<file path="config.mk">
export PLATFORM = sky130hd
export DESIGN_NAME = alu_request_arbiter_flat
export DESIGN_NICKNAME = d
export VERILOG_FILES = /design/src/rtl/alu_request_arbiter_if.sv /design/src/rtl/alu_request_arbiter.sv /design/src/flat_wrapper.sv
export SDC_FILE = /design/constraint.sdc
export NUM_CORES = 1
export LEC_CHECK = 0
export BUFFER_PORTS_ARGS = -buffer_cell sky130_fd_sc_hd__buf_2
export CELL_PAD_IN_SITES_DETAIL_PLACEMENT = 0
export CELL_PAD_IN_SITES_GLOBAL_PLACEMENT = 1
export CORE_ASPECT_RATIO = 0.8
export CORE_MARGIN = 3
export CORE_UTILIZATION = 36
export DETAILED_ROUTE_END_ITERATION = 16
export GPL_TIMING_DRIVEN = 1
export PLACE_DENSITY = 0.95
export SYNTH_ARGS = -nofsm -noshare
export SYNTH_HDL_FRONTEND = slang
export SYNTH_SLANG_ARGS = --single-unit
</file>
<file path="constraint.sdc">
create_clock -name clk -period 6.8 [get_ports clk]
set_input_delay 1.7 -clock clk [delete_from_list [all_inputs] [get_ports clk]]
set_output_delay 1.7 -clock clk [all_outputs]
set_load 0.01 [all_outputs]
</file>
<file path="src/rtl/alu_request_arbiter_if.sv">
// Signal bundle between the two ALU requesters, the request arbiter and the shared ALU.
// The slave modport is the arbiter's view; the master modport is the requesters/ALU view.
interface alu_request_arbiter_if #(
  parameter int DATA_WIDTH = 16,
  parameter int FSEL_WIDTH = 5
);

  // Requester side
  logic                  req0;
  logic                  req1;
  logic [FSEL_WIDTH-1:0] fun_sel0;
  logic [FSEL_WIDTH-1:0] fun_sel1;
  logic [DATA_WIDTH-1:0] a0;
  logic [DATA_WIDTH-1:0] a1;
  logic [DATA_WIDTH-1:0] b0;
  logic [DATA_WIDTH-1:0] b1;
  logic                  wf0;
  logic                  wf1;
  logic                  lock0;
  logic                  lock1;
  logic                  done0;
  logic                  done1;
  logic [DATA_WIDTH-1:0] result;
  logic [3:0]            flags;
  logic                  busy;

  // ALU side
  logic [DATA_WIDTH-1:0] alu_a;
  logic [DATA_WIDTH-1:0] alu_b;
  logic [FSEL_WIDTH-1:0] alu_fun_sel;
  logic                  alu_wf;
  logic [DATA_WIDTH-1:0] alu_out;
  logic [3:0]            alu_flags;

  modport slave (
    input  req0, req1, fun_sel0, fun_sel1, a0, a1, b0, b1, wf0, wf1, lock0, lock1,
    output done0, done1, result, flags, busy,
    output alu_a, alu_b, alu_fun_sel, alu_wf,
    input  alu_out, alu_flags
  );

  modport master (
    output req0, req1, fun_sel0, fun_sel1, a0, a1, b0, b1, wf0, wf1, lock0, lock1,
    input  done0, done1, result, flags, busy,
    input  alu_a, alu_b, alu_fun_sel, alu_wf,
    output alu_out, alu_flags
  );

endinterface

</file>
<file path="src/rtl/alu_request_arbiter.sv">
// Round-robin arbiter sharing one ALU between two requesters: IDLE -> ISSUE -> CAPTURE -> DONE.
// Optional grant locking for multi-word carry chains is enabled by defining ALU_ARB_LOCK_EN.
module alu_request_arbiter #(
  parameter int DATA_WIDTH   = 16,
  parameter int FSEL_WIDTH   = 5,
  parameter int LOCK_TIMEOUT = 4
) (
  input logic                  clk,
  input logic                  rst,
  alu_request_arbiter_if.slave bus
);

  typedef enum logic [1:0] {
    IDLE    = 2'd0,
    ISSUE   = 2'd1,
    CAPTURE = 2'd2,
    DONE    = 2'd3
  } state_t;

  state_t                state;
  logic                  grant;
  logic                  rr_ptr;

  logic                  done0;
  logic                  done1;
  logic                  busy;
  logic [DATA_WIDTH-1:0] result;
  logic [3:0]            flags;
  logic [DATA_WIDTH-1:0] alu_a;
  logic [DATA_WIDTH-1:0] alu_b;
  logic [FSEL_WIDTH-1:0] alu_fun_sel;
  logic                  alu_wf;

  logic                  pick_valid;
  logic                  pick;
  logic [FSEL_WIDTH-1:0] pick_fun_sel;
  logic [DATA_WIDTH-1:0] pick_a;
  logic [DATA_WIDTH-1:0] pick_b;
  logic                  pick_wf;

`ifdef ALU_ARB_LOCK_EN
  localparam logic [3:0] LOCK_LAST = 4'(LOCK_TIMEOUT - 1);

  logic                  lock_active;
  logic                  lock_owner;
  logic [3:0]            lock_timer;
  logic                  owner_req;

  assign owner_req = lock_owner ? bus.req1 : bus.req0;
`else
  logic                  lock_unused;

  assign lock_unused = bus.lock0 ^ bus.lock1 ^ (LOCK_TIMEOUT == 0);
`endif

  // Winner: the lone requester, or on a tie the one that was not served last.
  always_comb begin
    pick_valid = bus.req0 | bus.req1;
    pick       = bus.req1 & (~bus.req0 | ~rr_ptr);
`ifdef ALU_ARB_LOCK_EN
    if (lock_active) begin
      pick_valid = owner_req;
      pick       = lock_owner;
    end
`endif
  end

  assign pick_fun_sel = pick ? bus.fun_sel1 : bus.fun_sel0;
  assign pick_a       = pick ? bus.a1       : bus.a0;
  assign pick_b       = pick ? bus.b1       : bus.b0;
  assign pick_wf      = pick ? bus.wf1      : bus.wf0;

  always_ff @(posedge clk or posedge rst) begin
    if (rst) begin
      state       <= IDLE;
      grant       <= 1'b0;
      rr_ptr      <= 1'b1;
      done0       <= 1'b0;
      done1       <= 1'b0;
      busy        <= 1'b0;
      result      <= '0;
      flags       <= '0;
      alu_a       <= '0;
      alu_b       <= '0;
      alu_fun_sel <= '0;
      alu_wf      <= 1'b0;
`ifdef ALU_ARB_LOCK_EN
      lock_active <= 1'b0;
      lock_owner  <= 1'b0;
      lock_timer  <= '0;
`endif
    end else begin
      case (state)
        // IDLE: snapshot the winner's operation straight into the ALU drive registers
        IDLE: begin
          if (pick_valid) begin
            grant       <= pick;
            alu_a       <= pick_a;
            alu_b       <= pick_b;
            alu_fun_sel <= pick_fun_sel;
            alu_wf      <= pick_wf;
            busy        <= 1'b1;
            state       <= ISSUE;
          end
`ifdef ALU_ARB_LOCK_EN
          // An idle lock owner forfeits the lock after LOCK_TIMEOUT blocked cycles.
          if (lock_active && !owner_req) begin
            if (lock_timer == LOCK_LAST) begin
              lock_active <= 1'b0;
              lock_timer  <= '0;
            end else begin
              lock_timer <= lock_timer + 4'd1;
            end
          end else begin
            lock_timer <= '0;
          end
`endif
        end

        // ISSUE: ALU is driven this cycle; its flag register updates on this edge
        ISSUE: begin
          result <= bus.alu_out;
          alu_a  <= '0;
          alu_b  <= '0;
          alu_wf <= 1'b0;
          state  <= CAPTURE;
        end

        // CAPTURE: flags now reflect the operation (or are unchanged when WF was 0)
        CAPTURE: begin
          flags <= bus.alu_flags;
          done0 <= ~grant;
          done1 <= grant;
          state <= DONE;
        end

        // DONE: one-cycle completion pulse, then hand priority to the other side
        DONE: begin
          done0  <= 1'b0;
          done1  <= 1'b0;
          busy   <= 1'b0;
          rr_ptr <= grant;
          state  <= IDLE;
`ifdef ALU_ARB_LOCK_EN
          lock_active <= grant ? bus.lock1 : bus.lock0;
          lock_owner  <= grant;
          lock_timer  <= '0;
`endif
        end

        default: state <= IDLE;
      endcase
    end
  end

  assign bus.done0       = done0;
  assign bus.done1       = done1;
  assign bus.busy        = busy;
  assign bus.result      = result;
  assign bus.flags       = flags;
  assign bus.alu_a       = alu_a;
  assign bus.alu_b       = alu_b;
  assign bus.alu_fun_sel = alu_fun_sel;
  assign bus.alu_wf      = alu_wf;

endmodule

</file>
<file path="src/flat_wrapper.sv">
// flat-port wrapper written by rule: the top's interface ports become plain ports
module alu_request_arbiter_flat 
#(
  parameter int DATA_WIDTH   = 16,
  parameter int FSEL_WIDTH   = 5,
  parameter int LOCK_TIMEOUT = 4
)
  (clk, rst, bus_req0, bus_req1, bus_fun_sel0, bus_fun_sel1, bus_a0, bus_a1, bus_b0, bus_b1, bus_wf0, bus_wf1, bus_lock0, bus_lock1, bus_done0, bus_done1, bus_result, bus_flags, bus_busy, bus_alu_a, bus_alu_b, bus_alu_fun_sel, bus_alu_wf, bus_alu_out, bus_alu_flags);
  alu_request_arbiter_if #(.DATA_WIDTH(DATA_WIDTH), .FSEL_WIDTH(FSEL_WIDTH)) bus_i ();
  input logic clk;
  input logic rst;
  input wire logic [$bits(bus_i.req0)-1:0] bus_req0;
  input wire logic [$bits(bus_i.req1)-1:0] bus_req1;
  input wire logic [$bits(bus_i.fun_sel0)-1:0] bus_fun_sel0;
  input wire logic [$bits(bus_i.fun_sel1)-1:0] bus_fun_sel1;
  input wire logic [$bits(bus_i.a0)-1:0] bus_a0;
  input wire logic [$bits(bus_i.a1)-1:0] bus_a1;
  input wire logic [$bits(bus_i.b0)-1:0] bus_b0;
  input wire logic [$bits(bus_i.b1)-1:0] bus_b1;
  input wire logic [$bits(bus_i.wf0)-1:0] bus_wf0;
  input wire logic [$bits(bus_i.wf1)-1:0] bus_wf1;
  input wire logic [$bits(bus_i.lock0)-1:0] bus_lock0;
  input wire logic [$bits(bus_i.lock1)-1:0] bus_lock1;
  output wire logic [$bits(bus_i.done0)-1:0] bus_done0;
  output wire logic [$bits(bus_i.done1)-1:0] bus_done1;
  output wire logic [$bits(bus_i.result)-1:0] bus_result;
  output wire logic [$bits(bus_i.flags)-1:0] bus_flags;
  output wire logic [$bits(bus_i.busy)-1:0] bus_busy;
  output wire logic [$bits(bus_i.alu_a)-1:0] bus_alu_a;
  output wire logic [$bits(bus_i.alu_b)-1:0] bus_alu_b;
  output wire logic [$bits(bus_i.alu_fun_sel)-1:0] bus_alu_fun_sel;
  output wire logic [$bits(bus_i.alu_wf)-1:0] bus_alu_wf;
  input wire logic [$bits(bus_i.alu_out)-1:0] bus_alu_out;
  input wire logic [$bits(bus_i.alu_flags)-1:0] bus_alu_flags;
  assign bus_i.req0 = bus_req0;
  assign bus_i.req1 = bus_req1;
  assign bus_i.fun_sel0 = bus_fun_sel0;
  assign bus_i.fun_sel1 = bus_fun_sel1;
  assign bus_i.a0 = bus_a0;
  assign bus_i.a1 = bus_a1;
  assign bus_i.b0 = bus_b0;
  assign bus_i.b1 = bus_b1;
  assign bus_i.wf0 = bus_wf0;
  assign bus_i.wf1 = bus_wf1;
  assign bus_i.lock0 = bus_lock0;
  assign bus_i.lock1 = bus_lock1;
  assign bus_done0 = bus_i.done0;
  assign bus_done1 = bus_i.done1;
  assign bus_result = bus_i.result;
  assign bus_flags = bus_i.flags;
  assign bus_busy = bus_i.busy;
  assign bus_alu_a = bus_i.alu_a;
  assign bus_alu_b = bus_i.alu_b;
  assign bus_alu_fun_sel = bus_i.alu_fun_sel;
  assign bus_alu_wf = bus_i.alu_wf;
  assign bus_i.alu_out = bus_alu_out;
  assign bus_i.alu_flags = bus_alu_flags;
  alu_request_arbiter #(.DATA_WIDTH(DATA_WIDTH), .FSEL_WIDTH(FSEL_WIDTH), .LOCK_TIMEOUT(LOCK_TIMEOUT)) u_core (.clk(clk), .rst(rst), .bus(bus_i));
endmodule
</file>
-- Word level (Yosys, flattened, before mapping)
Cells that the tools add are included.
- shift-type cells: 0
- multiply operators: 0
- multiplexer cells: 16
- div/mod/pow operators: 0
- magnitude comparators: 0
- reduce and logical (&&, ||, !) cells: 7
- add/subtract/negate cells: 0
- equality and inequality tests: 4
- bitwise operators: 6
- operator list (operator ; count):
    16-bit two-way mux ; 4
    16-bit case mux with 2 select lines ; 2
    1-bit case mux with 2 select lines ; 4
    2-bit case mux with 4 select lines ; 1
    2-bit AND reduction ; 3
    2-bit nonzero test ; 3
    5-bit two-way mux ; 1
    2-bit equality test, second input constant ; 2
    1-bit two-way mux ; 3
    1-bit NOT ; 3
    2-bit by 1-bit equality test with 1-bit output, second input constant ; 1
    2-bit logical NOT ; 1
    2-bit two-way mux ; 1
    2-bit by 1-bit inequality test with 1-bit output, second input constant ; 1
    1-bit bitwise OR ; 2
    1-bit bitwise AND ; 1
- memories kept: 0
- input port bits: 102
- memory bits (read-only): 0
- logic and storage cells: 45
- output and inout port bits: 61
- latch bits: 0
- RAM bits: 0
- bits in registers: 65

-- Longest topological paths before layout
- depth in word-level cells: 6
- gate-level depth with buffers: 8
- mapped depth without buffers: 5

-- Worst setup path after synthesis
OpenSTA, ideal clock, no wires.
- path kind: input-to-reg
- start: input port bus_req1
- end: register u_core.alu_a[0] (netlist: u_core.bus.alu_a[0])
- cell stages on the path: 5
- arrival: 2579 ps
- setup time: 127 ps
- setup slack: 4094 ps
- data required time: 6673 ps
- path buffers: 2
- path through: a21boi_1 -> clkbuf_2 -> buf_4 -> and3_1 -> a221o_2
- longest elaborated chain between the ends: 4
- elaborated cells between the ends (all ways): 7
- those cells by class: 1 x eq/ne; 3 x mux; 2 x bitwise; 1 x reduce/logical
- ends and longest elaborated chain (item ; line ; text):
    from (decl) ; flat_wrapper.sv:13 ; input wire logic [$bits(bus_i.req1)-1:0] bus_req1;
    1-bit bitwise AND ; alu_request_arbiter.sv:59 ; pick = bus.req1 & (~bus.req0 | ~rr_ptr);
    16-bit two-way mux ; alu_request_arbiter.sv:69 ; assign pick_a = pick ? bus.a1 : bus.a0;
    16-bit two-way mux ; alu_request_arbiter.sv:96 ; if (pick_valid) begin
    16-bit case mux with 2 select lines ; alu_request_arbiter.sv:93 ; case (state)
    to (signal assigned) ; alu_request_arbiter.sv:98 ; alu_a <= pick_a;
    to (decl) ; alu_request_arbiter.sv:29 ; logic [DATA_WIDTH-1:0] alu_a;
Parallel ways exist; a longest one is shown, timed or not. The select of a mux whose other input is x is not followed.
A chain may end at the register's enable or synchronous reset.

-- Worst setup path in the final report
- start: register u_core.state[1]
- end: register u_core.alu_b[11] (netlist: u_core.bus.alu_b[11])
- longest elaborated chain between the ends: 3
- elaborated cells between the ends (all ways): 6
- those cells by class: 2 x eq/ne; 1 x mux; 3 x reduce/logical
- ends and longest elaborated chain (item ; line ; text):
    from (decl) ; alu_request_arbiter.sv:20 ; state_t state;
    from (signal assigned) ; alu_request_arbiter.sv:75 ; state <= IDLE;
    from (signal assigned) ; alu_request_arbiter.sv:103 ; state <= ISSUE;
    from (signal assigned) ; alu_request_arbiter.sv:126 ; state <= CAPTURE;
    2-bit by 1-bit equality test with 1-bit output / 2-bit logical NOT (equally long branches) ; alu_request_arbiter.sv:93 ;
    2-bit nonzero test (no line) / 2-bit by 1-bit inequality test with 1-bit output (equally long branches) ; -- ;
    2-bit AND reduction (no line) ; -- ;
    to (signal assigned) ; alu_request_arbiter.sv:99 ; alu_b <= pick_b;
    to (decl) ; alu_request_arbiter.sv:30 ; logic [DATA_WIDTH-1:0] alu_b;
Parallel ways exist; a longest one is shown, timed or not.

==> results.tsv <==
metric	value	unit
min cycle time layout	2920	ps
skew final	9.59	ps
f_max	342	MHz
synth unique cells	25	
vias after detailed routing	2382	
CTS tree	built	
grt total ovfl	0	
Synth Cell Area	2880	um2
leakage power	2.14	nW
Post-synth top cells	dfrtp_1 (64), and3_1 (34), a221o_2 (30)	
placed insts	465	
switching pwr	0.609	mW
clock buffer depth	2	
Setup-failing EPs final	0	
sw frac	36.5	%
Core ar.	7570	um2
Filler cells	712	
synthesized net count	321	
GPL Wtd Cong	0.755	
register area share after synthesis	56.5	%
ant diodes	0	
RSZ-0062 raised after global routing	no	
Detail Route Antenna Nets	0	
status	completed	
Die ar.	9120	um2
share of layout cells above drive strength 1	63.0	%
DIE WIDTH	106	um
post-CTS setup buffer count	0	
relative slew slack	44.5	%
wirelength, routed	7550	um
internal power	1.06	mW
dpl hpwl	5530	um
Hold Violations, Final	0	
asr flop ratio synth	100	%
area share of the largest cell type after synthesis	55.6	%
Post-Layout Cell Count	481	
Critical Path End	u_core.bus.alu_b[11]	
vias in the first global route	2443	
wire length per cell	15.7	um
Synth Instances	214	
Tot GR Track Use	16.8	%
Critical Path Start	u_core.state[1]	
reg2reg end	u_core.bus.alu_b[11]	
crit path launch type	register	
drt pass-1 iters	4	
Die Y-Extent	86.0	um
first-pass GRT wire length	12200	um
IO buf count	160	
area delta synth->final	35.3	%
EDFF count, synth	0	
Clock transition at path regs	70	ps
CTS Sinks	65	
worst vdd ir	0.206	mV
DRC viols	0	
r2r startpoint	u_core.state[1]	
Mean Syn Cell Area	13.5	um2
top-count cell post-synth	dfrtp_1	
I/O pin count	163	
Synth Register Bits	65	
Sum Neg Setup Slack	0	ps
Synth area leader	dfrtp_1	
Worst R2R Path Depth	6	
CP Max Fanout	34	
Slew Limit Fails	0	
Clock Tree Root	clkbuf_8	
WP data required	7060	ps
power density over the cells	428	nW/um2
CTS HTree Levels	3	
CP Class	reg -> reg	
post-CTS sizing	0	
synth warn	0	
hold buffers post-CTS	0	
Reg2Reg Setup Slack	3880	ps
Num CTS Buffers	9	
Critical Path AT	3180	ps
combinational power share	44.1	%
row cnt	28	
1st-iter DRT viols	105	
Sequential Power Share	37.7	%
Fin Hold WS	506	ps
most common flop cell mapped by yosys	dfrtp_1	
clk_lat worst skew	330	ps
Clk pwr share	18.3	%
Starting Density	38.1	%
Min-Delay Path Class	reg -> reg	
initial antenna violation count	0	
Worst Setup End Kind	register	
worst-margin pin slew	833	ps
post-layout net count	478	
largest net degree at the start of global routing	66	
synth top area cells	dfrtp_1 (56%), a221o_2 (12%), mux2_2 (8.2%)	
Max Cap Viol	0	
post-route clock period utilization	42.9	%
vias per cell	4.95	
==> routing by layer <==
metal / part of all wire (%) / up-vias / wire length [um] / GRT usage, %
met1: 45 / 1156 / 3390 / 21.8
met3: 6.9 / 6 / 518 / 4.67
met5: 0 / - / 0 / 0
li1: - / 1120 / - / -
met4: 0.60 / 0 / 45 / 4.82
met2: 48 / 100 / 3590 / 27.6
==> sequential cells by signal, indices dropped and copies added (netlist names) <==
| signal | flops |
|---|---|
| u_core.bus.alu_fun_sel | 5 |
| u_core.bus.alu_a | 16 |
| u_core.grant | 1 |
| u_core.bus.alu_b | 16 |
| u_core.bus.result | 16 |
| u_core.bus.alu_wf | 1 |
| u_core.bus.flags | 4 |
| u_core.bus.done0 | 1 |
| u_core.rr_ptr | 1 |
| u_core.bus.busy | 1 |
| u_core.state | 2 |
| u_core.bus.done1 | 1 |
==> per-stage QoR <==
step                      total power, mW  setup slack, ps  area (um2)  utilization, %
after floorplan                      1.15             3480        2880               -
after global placement               1.35             3590        3710            49.0
after detailed placement             1.38             3530        3710            49.0
after CTS                            1.70             3800        3900            51.5
after global routing                 1.79             3590        3900            51.5
final                                1.67             3880        3900            51.5
==> power groups by stage <==
stage	sequential (mW)	combinational [mW]	clock (mW)
after floorplan	0.698	0.456	0
after global placement	0.624	0.727	0
after detailed placement	0.634	0.748	0
after CTS	0.629	0.751	0.320
after global routing	0.651	0.810	0.333
final	0.628	0.734	0.304
==> cell type report <==
cell class	instances	area, um2	share of cell area [%]
timing repair buffer	164	831	21.3
clock inverter	5	37.5	0.963
tap	105	131	3.37
multi-input combinational	126	1100	28.2
clock buffer	11	151	3.88
sequential	65	1630	41.8
inverter	5	18.8	0.482
==> kinds of logic after synthesis <==
group	count (synthesis)	synth area share, %
compound gates	47	15.6
flops	65	56.5
mux	28	10.6
fa+ha+maj	5	2.17
buf+inv	23	5.47
simple gates	46	9.64
==> critical path: stages (launching register included) <==
cell,delay (ps)
dfrtp_1,380
inv_1,100
ha_1,480
nor2b_4,640
and3_1,700
buf_4,360
a221o_2,190
==> placed cells by master, fill, tap and decap left out, types with 3 or more instances in the layout <==
| cell | n |
|---|---|
| buf_2 | 160 |
| dfrtp_1 | 64 |
| and3_1 | 34 |
| a221o_2 | 30 |
| mux2_2 | 21 |
| clkbuf_8 | 11 |
| mux2i_1 | 7 |
| nor2_1 | 7 |
| a21oi_1 | 5 |
| o21ai_0 | 5 |
| ha_1 | 5 |
| inv_1 | 4 |
| buf_4 | 4 |
| a221o_1 | 3 |
==> how the worst min path moves through the flow <==
stage,startpoint,end,slack (ps),depth (start not counted)
after floorplan,u_core.grant,u_core.rr_ptr,500,1
after global placement,u_core.bus.result[2],u_core.bus.result[2],490,1
after detailed placement,u_core.bus.alu_b[15],u_core.bus.alu_b[15],490,1
after CTS,u_core.bus.flags[3],u_core.bus.flags[3],510,1
after global routing,u_core.bus.flags[3],u_core.bus.flags[3],520,1
final,u_core.bus.result[8],u_core.bus.result[8],510,1
Power figures use the tool's default switching activity.
